--- src/rtl/mp_add_seq_if.sv ---
// mp_add_seq_if: operand and result streams of the multi-precision add sequencer.
//   in_*  : operand word stream (valid/ready), least-significant word first.
//   out_* : result word stream (valid/ready), one result per operand word.
// Modports:
//   master : the producer of operands and consumer of results.
//   slave  : the sequencer itself.
interface mp_add_seq_if #(
    parameter int unsigned W = 32
);
    logic         in_valid;
    logic         in_ready;
    logic [W-1:0] in_a;
    logic [W-1:0] in_b;
    logic         in_first;
    logic         in_last;
    logic         in_cin;

    logic         out_valid;
    logic         out_ready;
    logic [W-1:0] out_sum;
    logic         out_last;
    logic         out_cout;

    modport master (
        output in_valid, in_a, in_b, in_first, in_last, in_cin, out_ready,
        input  in_ready, out_valid, out_sum, out_last, out_cout
    );

    modport slave (
        input  in_valid, in_a, in_b, in_first, in_last, in_cin, out_ready,
        output in_ready, out_valid, out_sum, out_last, out_cout
    );
endinterface

--- src/rtl/mp_add_seq.sv ---
// mp_add_seq: feeds an external registered W-bit adder one word pair per cycle, chains
// carries between the words of an operation and collects the adder results into a
// small result FIFO.
// Ports:
//   TClk, TRst : clock (rising edge) and synchronous active-high reset.
//   bus        : operand stream in, result stream out (mp_add_seq_if.slave).
//   ra, rb, cin: operands to the adder, zero when no word is issued.
//   Sum, Cout  : registered adder result, valid the cycle after an issue.
//   err        : sticky protocol error (first/last framing violated).
module mp_add_seq #(
    parameter int unsigned W     = 32,
    parameter int unsigned DEPTH = 4
) (
    input  logic         TClk,
    input  logic         TRst,
    mp_add_seq_if.slave  bus,
    output logic [W-1:0] ra,
    output logic [W-1:0] rb,
    output logic         cin,
    input  logic [W-1:0] Sum,
    input  logic         Cout,
    output logic         err
);
    typedef enum logic [1:0] {StIdle, StBusy, StErr} state_e;

    localparam int unsigned PtrW = (DEPTH > 1) ? $clog2(DEPTH) : 1;
    localparam int unsigned CntW = PtrW + 1;
    localparam logic [CntW-1:0] DepthC = CntW'(DEPTH);

    state_e          state_q, state_d;
    logic            err_q, err_set;
    logic            carry_q, issue_d1_q, last_d1_q;
    logic [W+1:0]    mem_q [DEPTH];
    logic [PtrW-1:0] wr_ptr_q, rd_ptr_q;
    logic [CntW-1:0] count_q;
    logic [CntW-1:0] credit_used;
    logic            in_ready, issue, push, pop, out_valid;
    logic [W+1:0]    head;

    // Credit: a word in the adder register already owns a FIFO slot, so the FIFO
    // can never overflow and in_ready never looks at out_ready.
    assign credit_used = count_q + CntW'(issue_d1_q);
    assign in_ready    = !TRst && (state_q != StErr) && (credit_used < DepthC);
    assign issue       = bus.in_valid && in_ready;

    assign ra = issue ? bus.in_a : '0;
    assign rb = issue ? bus.in_b : '0;

    // When the previous word was issued last cycle its carry is still in the adder
    // register; after a gap the adder holds zeros, so use the saved carry.
    always_comb begin
        cin = 1'b0;
        if (issue) begin
            if (bus.in_first) begin
                cin = bus.in_cin;
            end else if (issue_d1_q) begin
                cin = Cout;
            end else begin
                cin = carry_q;
            end
        end
    end

    always_comb begin
        state_d = state_q;
        err_set = 1'b0;
        case (state_q)
            StIdle: begin
                if (issue) begin
                    if (!bus.in_first) begin
                        state_d = StErr;
                        err_set = 1'b1;
                    end else if (!bus.in_last) begin
                        state_d = StBusy;
                    end
                end
            end
            StBusy: begin
                if (issue) begin
                    if (bus.in_first) begin
                        state_d = StErr;
                        err_set = 1'b1;
                    end else if (bus.in_last) begin
                        state_d = StIdle;
                    end
                end
            end
            StErr:   state_d = StErr;
            default: state_d = StIdle;
        endcase
    end

    always_ff @(posedge TClk) begin
        if (TRst) begin
            state_q    <= StIdle;
            err_q      <= 1'b0;
            carry_q    <= 1'b0;
            issue_d1_q <= 1'b0;
            last_d1_q  <= 1'b0;
        end else begin
            state_q    <= state_d;
            if (err_set) begin
                err_q <= 1'b1;
            end
            if (issue_d1_q) begin
                carry_q <= Cout;
            end
            issue_d1_q <= issue;
            last_d1_q  <= issue && bus.in_last;
        end
    end

    assign push      = issue_d1_q;
    assign out_valid = (count_q != '0);
    assign pop       = out_valid && bus.out_ready;

    always_ff @(posedge TClk) begin
        if (TRst) begin
            wr_ptr_q <= '0;
            rd_ptr_q <= '0;
            count_q  <= '0;
        end else begin
            if (push) begin
                wr_ptr_q <= wr_ptr_q + PtrW'(1);
            end
            if (pop) begin
                rd_ptr_q <= rd_ptr_q + PtrW'(1);
            end
            case ({push, pop})
                2'b10:   count_q <= count_q + CntW'(1);
                2'b01:   count_q <= count_q - CntW'(1);
                default: count_q <= count_q;
            endcase
        end
    end

    // Entry layout: {sum, last, cout}; cout is kept only for the MSW.
    always_ff @(posedge TClk) begin
        if (push && !TRst) begin
            mem_q[wr_ptr_q] <= {Sum, last_d1_q, last_d1_q & Cout};
        end
    end

    assign head          = mem_q[rd_ptr_q];
    assign bus.in_ready  = in_ready;
    assign bus.out_valid = out_valid;
    assign bus.out_sum   = out_valid ? head[W+1:2] : '0;
    assign bus.out_last  = out_valid & head[1];
    assign bus.out_cout  = out_valid & head[0];
    assign err           = err_q;
endmodule

--- src/flat_wrapper.sv ---
// flat-port wrapper written by rule: the top's interface ports become plain ports
module mp_add_seq_flat 
#(
    parameter int unsigned W     = 32,
    parameter int unsigned DEPTH = 4
)
  (TClk, TRst, ra, rb, cin, Sum, Cout, err, bus_in_valid, bus_in_a, bus_in_b, bus_in_first, bus_in_last, bus_in_cin, bus_out_ready, bus_in_ready, bus_out_valid, bus_out_sum, bus_out_last, bus_out_cout);
  mp_add_seq_if #(.W(W)) bus_i ();
  input  logic TClk;
  input  logic TRst;
  output logic [W-1:0] ra;
  output logic [W-1:0] rb;
  output logic cin;
  input  logic [W-1:0] Sum;
  input  logic Cout;
  output logic err;
  input wire logic [$bits(bus_i.in_valid)-1:0] bus_in_valid;
  input wire logic [$bits(bus_i.in_a)-1:0] bus_in_a;
  input wire logic [$bits(bus_i.in_b)-1:0] bus_in_b;
  input wire logic [$bits(bus_i.in_first)-1:0] bus_in_first;
  input wire logic [$bits(bus_i.in_last)-1:0] bus_in_last;
  input wire logic [$bits(bus_i.in_cin)-1:0] bus_in_cin;
  input wire logic [$bits(bus_i.out_ready)-1:0] bus_out_ready;
  output wire logic [$bits(bus_i.in_ready)-1:0] bus_in_ready;
  output wire logic [$bits(bus_i.out_valid)-1:0] bus_out_valid;
  output wire logic [$bits(bus_i.out_sum)-1:0] bus_out_sum;
  output wire logic [$bits(bus_i.out_last)-1:0] bus_out_last;
  output wire logic [$bits(bus_i.out_cout)-1:0] bus_out_cout;
  assign bus_i.in_valid = bus_in_valid;
  assign bus_i.in_a = bus_in_a;
  assign bus_i.in_b = bus_in_b;
  assign bus_i.in_first = bus_in_first;
  assign bus_i.in_last = bus_in_last;
  assign bus_i.in_cin = bus_in_cin;
  assign bus_i.out_ready = bus_out_ready;
  assign bus_in_ready = bus_i.in_ready;
  assign bus_out_valid = bus_i.out_valid;
  assign bus_out_sum = bus_i.out_sum;
  assign bus_out_last = bus_i.out_last;
  assign bus_out_cout = bus_i.out_cout;
  mp_add_seq #(.W(W), .DEPTH(DEPTH)) u_core (.TClk(TClk), .TRst(TRst), .bus(bus_i), .ra(ra), .rb(rb), .cin(cin), .Sum(Sum), .Cout(Cout), .err(err));
endmodule
--- config.mk ---
export PLATFORM = sky130hd
export DESIGN_NAME = mp_add_seq_flat
export DESIGN_NICKNAME = d
export VERILOG_FILES = /design/src/rtl/mp_add_seq_if.sv /design/src/rtl/mp_add_seq.sv /design/src/flat_wrapper.sv
export SDC_FILE = /design/constraint.sdc
export NUM_CORES = 1
export LEC_CHECK = 0
export CAP_MARGIN = 20
export CELL_PAD_IN_SITES_DETAIL_PLACEMENT = 1
export CELL_PAD_IN_SITES_GLOBAL_PLACEMENT = 1
export CORE_ASPECT_RATIO = 0.5
export CORE_MARGIN = 3
export CORE_UTILIZATION = 40
export DETAILED_ROUTE_END_ITERATION = 10
export PLACE_DENSITY_LB_ADDON = 0.1
export REMOVE_ABC_BUFFERS = 1
export SYNTH_ARGS = -nofsm -noshare
export SYNTH_HDL_FRONTEND = slang
export SYNTH_SLANG_ARGS = --single-unit
--- constraint.sdc ---
create_clock -name TClk -period 5.4 [get_ports TClk]
set_clock_uncertainty 0.05 [all_clocks]
set_input_delay 1.08 -clock TClk [delete_from_list [all_inputs] [get_ports TClk]]
set_output_delay 1.08 -clock TClk [all_outputs]
set_load 0.01 [all_outputs]
# Word-level counts from Yosys, hierarchy flattened
# Memories as Yosys holds them, arrays and structs flattened. A register that Yosys moved wholly into a read port is not among the register bits.
# Index checks and enable logic that the tools add are counted.
# word_totals
ff_bits,13
latchBits,0
ram_bits,136
romBits,0
in_bits,104
elab_cells,61
n_memories,1
# op_classes
addsub,5
mul,0
div,0
order_cmp,1
eq_ne,9
shifts,0
muxes,23
bitwise_logic,3
n_reduce_logical,11
# mem_list
name,words,width,read_ports,rd_ports_with_merged_regs,write_ports,line,source
u_core.mem_q,4,34,1,1,1,mp_add_seq.sv:33,logic [W+1:0] mem_q [DEPTH];
# ops
op,n
2-to-1 mux 32 bit,3
2-to-1 mux 2 bit,8
2-to-1 mux 1 bit,9
logical AND 1 bit,6
"inequality test 3 bit, second input constant",2
one-hot mux 2 bit (3 select lines),1
one-hot mux 3 bit (2 select lines),1
"adder 2 x 1 -> 2 bit, second input constant",2
"equality test 2 x 1 -> 1 bit, second input constant",2
"equality test 2 bit, second input constant",2
"inequality test 2 x 1 -> 1 bit, second input constant",2
AND reduction 4 bit,1
adder 3 x 1 -> 3 bit,1
"adder 3 x 1 -> 3 bit, second input constant",1
AND 1 bit,3
"less-than comparator 3 bit, second input constant",1
nonzero test 3 bit,1
"subtractor 3 x 1 -> 3 bit, second input constant",1
logical NOT 2 bit,1
"inequality test 2 bit, second input constant",1
one-hot mux 1 bit (2 select lines),1
nonzero test 2 bit,1
logical NOT 1 bit,1

# Longest topological paths before layout
# depth
word_depth,6
mapped_depth,9
ltp_nobuf,8

# Least setup slack after synthesis
# No wires, ideal clock.
# synth_timing
kind,input port to output port
startpoint,input port TRst
endpoint,output port ra[0]
t_arrival_ns,2.136
t_required_ns,4.270
setup_slack_ns,2.134
stages,6
path_cell_list,and3b_1 mux2i_1 nor2_1 clkbuf_2 clkbuf_1 and2_1
# synth_via
elab_chain_cells,5
# synth_lines
element,line,source
"start, declared",flat_wrapper.sv:10,input logic TRst;
logical NOT 1 bit,mp_add_seq.sv:43,assign in_ready = !TRst && (state_q != StErr) && (credit_used < DepthC);
logical AND 1 bit (2 in a row),mp_add_seq.sv:43,
logical AND 1 bit,mp_add_seq.sv:44,assign issue = bus.in_valid && in_ready;
2-to-1 mux 32 bit,mp_add_seq.sv:46,assign ra = issue ? bus.in_a : '0;
"end, declared",flat_wrapper.sv:11,output logic [W-1:0] ra;
# No other way between the ends.

# Worst setup path after layout
# layout_timing
startpoint,input port TRst
endpoint,output port rb[24]
# layout_via
elab_chain_cells,5
# layout_lines
element,line,source
logical NOT 1 bit,mp_add_seq.sv:43,
logical AND 1 bit (2 in a row),mp_add_seq.sv:43,
logical AND 1 bit,mp_add_seq.sv:44,
2-to-1 mux 32 bit,mp_add_seq.sv:47,assign rb = issue ? bus.in_b : '0;
"end, declared",flat_wrapper.sv:12,output logic [W-1:0] rb;
# No other way between the ends.

==> reports/qor.csv <==
stage,metric,value,unit
placed_design,gp_congestion,0.781,
timing,worst_pin_slew,1.01,ns
power_and_ir_drop,clkPwrFrac,33.1,%
worst_setup_path,end_kind,output pin,
detailed_routing,viasPerCell,4.87,
detailed_routing,route.detailed.drc,0,
power_and_ir_drop,total_power,3.62,mW
power_and_ir_drop,power_switching,0.957,mW
yosys,synthFlopType,edfxtp_1,
power_and_ir_drop,pwr-share-seq,38.3,%
run,drv_cap,0,
floorplanning,die_width,183,um
yosys,yosys_warnings,0,
timing,fin_crit_sh,84.5,%
global_route,grt_start_max_net_pins,66,
worst_hold_path,hold_end,u_core.err$_SDFFE_PP0P_,
clocking,cts-resized-gates,0,
yosys,yosys.area_share.simple,12.7,%
placed_design,dpl.hpwl,11300,um
global_route,grtUsageMet1,21.8,%
clocking,worstSkewPairLatency,0.41,ns
clocking,cts_max_level,4,
yosys,yosys-mux-area-fraction,12.6,%
worst_setup_path,critPathKind,input port to output pin,
worst_hold_path,hold_path.class,flop to flop,
timing,rsz0062_at_grt,false,
worst_hold_path,holdPathStages,2,
detailed_routing,firstDrtPassIters,4,
layout,fill_cells,1384,
clocking,clock-sinks,151,
yosys,yosys.area_share.adder,1.51,%
clocking,post-cts-setup-buffer-count,0,
layout,fin_nets,691,
yosys,synth_compound_area_share,0.895,%
timing,drv_slew,0,
yosys,synth_xor_area_share,0.835,%
global_route,grt_usage,19.4,%
yosys,ys_ff_latch,151,
layout,synthToLayoutAreaGrowth,45.5,%
floorplanning,dieArea,17400,um2
power_and_ir_drop,p_leak,3.07,nW
power_and_ir_drop,p_comb_share,28.6,%
worst_setup_path,r2r_end,u_core.count_q[2]$_SDFFE_PP0P_,
global_route,grt_antenna_before_repair,0,
worst_setup_path,cp-start-kind,input port,
worst_setup_path,reg2reg_slack,2.89,ns
yosys,synth-seq-area-share,69.7,%
detailed_routing,antenna_left,0,
timing,fin_crit,4.56,ns
power_and_ir_drop,p_int,2.66,mW
global_route,met2_usage,34.5,%
worst_setup_path,worst-r2r-cell-count,9,
power_and_ir_drop,power_density,395,nW/um2
layout,antennaDiodeCount,0,
run_status,status,"complete, no violations",
yosys,netlist.area_leader.share,64.9,%
clocking,cts_tree,yes,
timing,hold_viol,0,
floorplanning,core,14900,um2
floorplanning,rows,31,
clocking,clk_path_buf_depth,2,
timing,max_freq,219,MHz
timing,setup-tns-final,0,ns
layout,drive_gt1_share,12.8,%
placed_design,port_buffers,205,
detailed_routing,wl_per_cell,20.6,um
timing,slew_headroom,32.7,%
detailed_routing,initialDrtViolationCount,172,
global_route,top_usage_layer,met2,
yosys,synth-edff-count,136,
global_route,use_met3,8.35,%
yosys,synth_top_family_by_area,simple AND/OR/NAND/NOR gates,
power_and_ir_drop,swShare,26.4,%
worst_setup_path,cp.required,4.27,ns
floorplanning,pin_count,206,
yosys,avgSynthCellArea,16.9,um2
worst_hold_path,min_from,u_core.err$_SDFFE_PP0P_,
clocking,holdBufCountCts,0,
yosys,syn_inst,372,
floorplanning,dieHeight,94.7,um
detailed_routing,vias,3855,
worst_setup_path,cp_max_fo,65,
yosys,synth_area_leader_cell,edfxtp_1,
global_route,grt-ovfl-total,0,
global_route,grt_pass1_vias,4307,
floorplanning,initial_core_util,42.1,%
yosys,synth_top_cells_by_area,"edfxtp_1, mux4_2, and2_1, dfxtp_1, ha_1",
timing,setup_viol,0,
detailed_routing,wirelength,16300,um
power_and_ir_drop,ir_worst_vdd,0.000210,V
yosys,async_reset_ff_share,0,%
clocking,cts.clk_slew.worst_paths,0.06,ns
global_route,grt_pass1_wl,24600,um
yosys,synth.cell_area,6290,um2
worst_setup_path,critical_path_arrival,3.43,ns
clocking,root_buffer,clkbuf_16,
yosys,yosys.cell_count.top_type,edfxtp_1,
clocking,cts_buffers,17,
worst_setup_path,timing.rr.start,u_core.count_q[2]$_SDFFE_PP0P_,
yosys,synth_common_cells,"edfxtp_1, and2_1, mux4_2",
yosys,yosys.cell_types.count,29,
## state kept, by name (all words and copies together), names as in the netlist, named ones only
signal	count
u_core.carry_q	1
u_core.count_q	3
u_core.err	1
u_core.issue_d1_q	1
u_core.last_d1_q	1
u_core.mem_q	136
u_core.rd_ptr_q	2
u_core.state_q	2
u_core.wr_ptr_q	2
## cell usage in the layout (no fill, tap or decap), types with 2 or more instances in the layout
cell | Yosys | layout
xor2_1 | 4 | 4
and2_2 | 0 | 4
dfxtp_2 | 0 | 2
nor2_1 | 13 | 12
buf_4 | 0 | 4
mux4_2 | 34 | 34
xnor2_1 | 2 | 2
inv_1 | 8 | 8
clkbuf_16 | 0 | 17
dfxtp_1 | 15 | 13
nor3_1 | 3 | 3
clkinvlp_4 | 0 | 3
edfxtp_1 | 136 | 136
or3_1 | 3 | 3
and2_1 | 104 | 100
clkinv_4 | 0 | 3
bufinv_16 | 0 | 3
nor2b_1 | 2 | 2
inv_6 | 0 | 3
clkbuf_1 | 15 | 2
mux2i_1 | 3 | 3
ha_1 | 6 | 6
o21ai_0 | 2 | 2
a21oi_1 | 6 | 6
nand2_1 | 2 | 2
clkdlybuf4s50_1 | 0 | 205
## cells by family (layout without fill, tap and decap cells)
kind of cell | Yosys count | in the layout
adders and majority gates | 7 | 7
xor gates and xnor gates | 6 | 6
DFF | 151 | 151
muxes | 37 | 37
buffers and inverters | 28 | 249
AOI/OAI and AO/OA | 10 | 10
and+or+nand+nor | 133 | 133
## metrics by stage
step | setup WS [ns] | hold WS [ns] | util [%] | instance area (um2) | std cells
after detailed placement | 0.814 | 0.399 | 57.3 | 8550 | 759
after CTS | 0.793 | 0.408 | 61.3 | 9160 | 791
after floorplan | 1.25 | 0.402 | - | 6210 | 352
final | 0.838 | 0.398 | 61.3 | 9160 | 791
after global placement | 0.823 | 0.394 | 57.3 | 8550 | 759
after global routing | 0.581 | 0.419 | 61.3 | 9160 | 791
## power groups by stage
| stage | Clock (mW) | Combinational [mW] | Sequential [mW] |
|---|---|---|---|
| 6_report | 1.20 | 1.03 | 1.39 |
| 5_1_grt | 1.27 | 1.12 | 1.40 |
| 4_1_cts | 1.22 | 1.06 | 1.39 |
| 3_5_place_dp | 0 | 1.06 | 1.41 |
| 3_3_place_gp | 0 | 1.05 | 1.41 |
| 2_1_floorplan | 0 | 0.475 | 1.42 |
## worst max path at each step
stage,from,to,slack (ns),depth (start not counted)
after floorplan,TRst,ra[0],1.25,4
after global placement,TRst,rb[24],0.82,8
after detailed placement,TRst,rb[24],0.81,8
after CTS,TRst,rb[24],0.79,8
after global routing,TRst,rb[17],0.58,8
final,TRst,rb[24],0.84,8
## critical path, stage by stage
cell and delay, ns:
clkdlybuf4s50_1 0.43, buf_4 0.20, nor3b_1 0.18, mux2i_1 0.21, nor2_2 0.13, buf_4 0.41, and2_1 0.20, clkdlybuf4s50_1 0.60
## cell type report
cell class / count / area (um2) / share of cell area (%)
repair buffers: 209 / 2080 / 22.7
multi-input cells: 193 / 1810 / 19.7
clock inverters: 13 / 170 / 1.86
inverters: 8 / 30.0 / 0.328
well taps: 198 / 248 / 2.71
flip-flops and latches: 151 / 4390 / 47.9
clock buffers: 19 / 433 / 4.73
## metal layers
| metal | share of wire [%] | wire [um] |
|---|---|---|
| met1 | 39 | 6340 |
| met2 | 53 | 8600 |
| met3 | 7.4 | 1210 |
| met4 | 0.90 | 146 |
| met5 | 0 | 0 |
Power figures use the tool's default switching activity.
==> RTL change: new RTL, same flow settings <==
Re-encode `state_e` (3 states) as one-hot, 3 bits wide.
--- a/src/rtl/mp_add_seq.sv
+++ b/src/rtl/mp_add_seq.sv
@@ -22,5 +22,5 @@
     output logic         err
 );
-    typedef enum logic [1:0] {StIdle, StBusy, StErr} state_e;
+    typedef enum logic [2:0] {StIdle = 3'b001, StBusy = 3'b010, StErr = 3'b100} state_e;
 
     localparam int unsigned PtrW = (DEPTH > 1) ? $clog2(DEPTH) : 1;
Formal check against the unedited RTL: no difference found for any inputs over 4 cycles, from zero or initial values and one cycle with TRst high; so few cycles prove little.
==> RTL change against the original RTL <==
Global-route usage is 0.67 points lower; final cell count is 4.4% higher; die area is 3.1% higher; sequential cell count is 1 higher; synthesized area is 3.2% higher; setup slack better by 0.091 ns; count of clock-buffer cells in the layout is 2 lower; final area is 2.0% higher; sequential share of layout area is 0.72 points lower; power is 0.87% higher; synthesized cell count is 3.2% higher; wire length is 1.1% higher; critical path type unchanged; via count is 3.1% higher.
==> RTL change: results (changes against the original RTL) <==
[status]
status=complete, no violations

[power]
leakage_nw=3.15  ; +2.9%
irDropWorstVdd_uv=205  ; -2.5%
switching_share_pct=27.3  ; +0.83 points

[timing]
worstMarginPinSlew_ns=0.963  ; -0.0460 ns
period_share_pct=82.8  ; -1.7 points

[clock_tree]
post_cts_buffers=0  ; unchanged
cts-htree-levels=4  ; unchanged
cts_resized=0  ; unchanged
clockBufferDepth=2  ; unchanged
numCtsBuffers=17  ; unchanged
clkTransAtPathRegs_ns=0.06  ; about the same
clkLatencyLatePin_ns=0.41  ; about the same
cts_root_buffer=clkbuf_16

[cells_and_area]
reg.largest.list=u_core.mem_q x136, u_core.count_q x3, u_core.state_q x3
finalNetCount=704  ; +1.9%
layout-drive-gt1-share_pct=16.4  ; +3.5 points
instances_no_fill=826  ; +4.4%
n_antenna_cell=0  ; unchanged

[logic_synthesis]
synth_edf_count=136  ; unchanged
yosys_warnings=0  ; unchanged
synth_cells=384  ; +3.2%
synth_common_cells=edfxtp_1 (136), and2_1 (85), mux4_2 (34)
synth_area_leaders=edfxtp_1 (63%), mux4_2 (12%), and2_1 (8.2%)
yosysSeqAreaShare_pct=67.8  ; -1.9 points
yosysUniqueCellTypes=33  ; +14%
async_reset_ff_share_pct=0  ; unchanged

[placed_design]
io_buffers=205  ; unchanged
dpl.hpwl_um=11600  ; +2.5%
gp_congestion=0.823  ; +5.4%
place_inst=794  ; +4.6%

[route]
drt_wl_total_um=16500  ; +1.1%
vias=3973  ; +3.1%
dr.first_iter.drc_count=128  ; -26%
first_pass_iters=4  ; unchanged

[hold_path]
hold_path.class=flop to flop

[critical_path]
path_max_fanout=67  ; +3.1%

[grt]
grt_pass1_vias=4426  ; +2.8%
grt_max_degree=68  ; +3.0%
grt_pass1_wl_um=24600  ; -0.20%
grt_usage_pct=18.8  ; -0.67 points
antenna_found_initial=0  ; unchanged

RTL change: changes by cell type after synthesis, sizes merged, moves of 3 or more:
cell	change
nor3	-3
a21oi	-3
buf	+5
clkbuf	-5
o21ai	+3
RTL change: power groups by stage:
stage	registers [mW]	logic (mW)	clock network, mW
floorplan	1.43	0.500	0
global placement	1.44	1.08	0
detailed placement	1.44	1.09	0
global route	1.42	1.16	1.25
CTS	1.41	1.10	1.20
finish	1.41	1.07	1.18
RTL change: cells by family (layout without fill, tap and decap cells):
family / count (synthesis) / in the layout / synth area share, %
multiplexers: 36 / 36 / 12.1
XOR/XNOR: 8 / 8 / 1.19
flip-flops: 152 / 152 / 67.8
buffers and inverters: 27 / 248 / 2.12
adder cells (fa/ha/maj): 8 / 8 / 1.66
AO/OA/AOI/OAI: 15 / 15 / 1.54
AND/OR/NAND/NOR: 138 / 138 / 13.6
RTL change: path summary, 6_finish.rpt:
kind | start | to | slack [ns] | depth (start not counted)
max | bus_in_valid | ra[16] | 0.93 | 5
min | u_core.err | u_core.err | 0.45 | 2
max reg2reg | u_core.count_q[2] | u_core.count_q[2] | 2.86 | 9
min reg2reg | u_core.err | u_core.err | 0.45 | 2
RTL change: metrics by stage:
| step | worst slack [ns] | util (%) | area [um2] |
|---|---|---|---|
| floorplan | 1.92 | - | 6380 |
| global placement | 0.973 | 55.9 | 8750 |
| detailed placement | 0.926 | 55.9 | 8750 |
| CTS | 0.921 | 59.7 | 9340 |
| global route | 0.792 | 59.7 | 9340 |
| finish | 0.929 | 59.7 | 9340 |
RTL change: critical path, stage by stage:
cell             delay (ns)
clkdlybuf4s50_1        0.45
nor2b_1                0.35
and3_4                 0.62
and2_1                 0.22
clkdlybuf4s50_1        0.59
RTL change: metal layers:
layer	up-vias	wire [um]	track usage, %
met5	-	0	0
met4	0	334	6.75
met3	22	1320	6.91
met2	134	8560	33.8
met1	1971	6280	20.7
li1	1846	-	-
RTL change: area by class of cell:
cell class	count	area [um2]
Fill cell	1469	6320
Sequential cell	152	4410
Timing Repair Buffer	209	2080
Multi-Input combinational cell	205	1960
Clock buffer	17	425
Tap cell	221	277
Clock inverter	15	163
Inverter	7	26.3
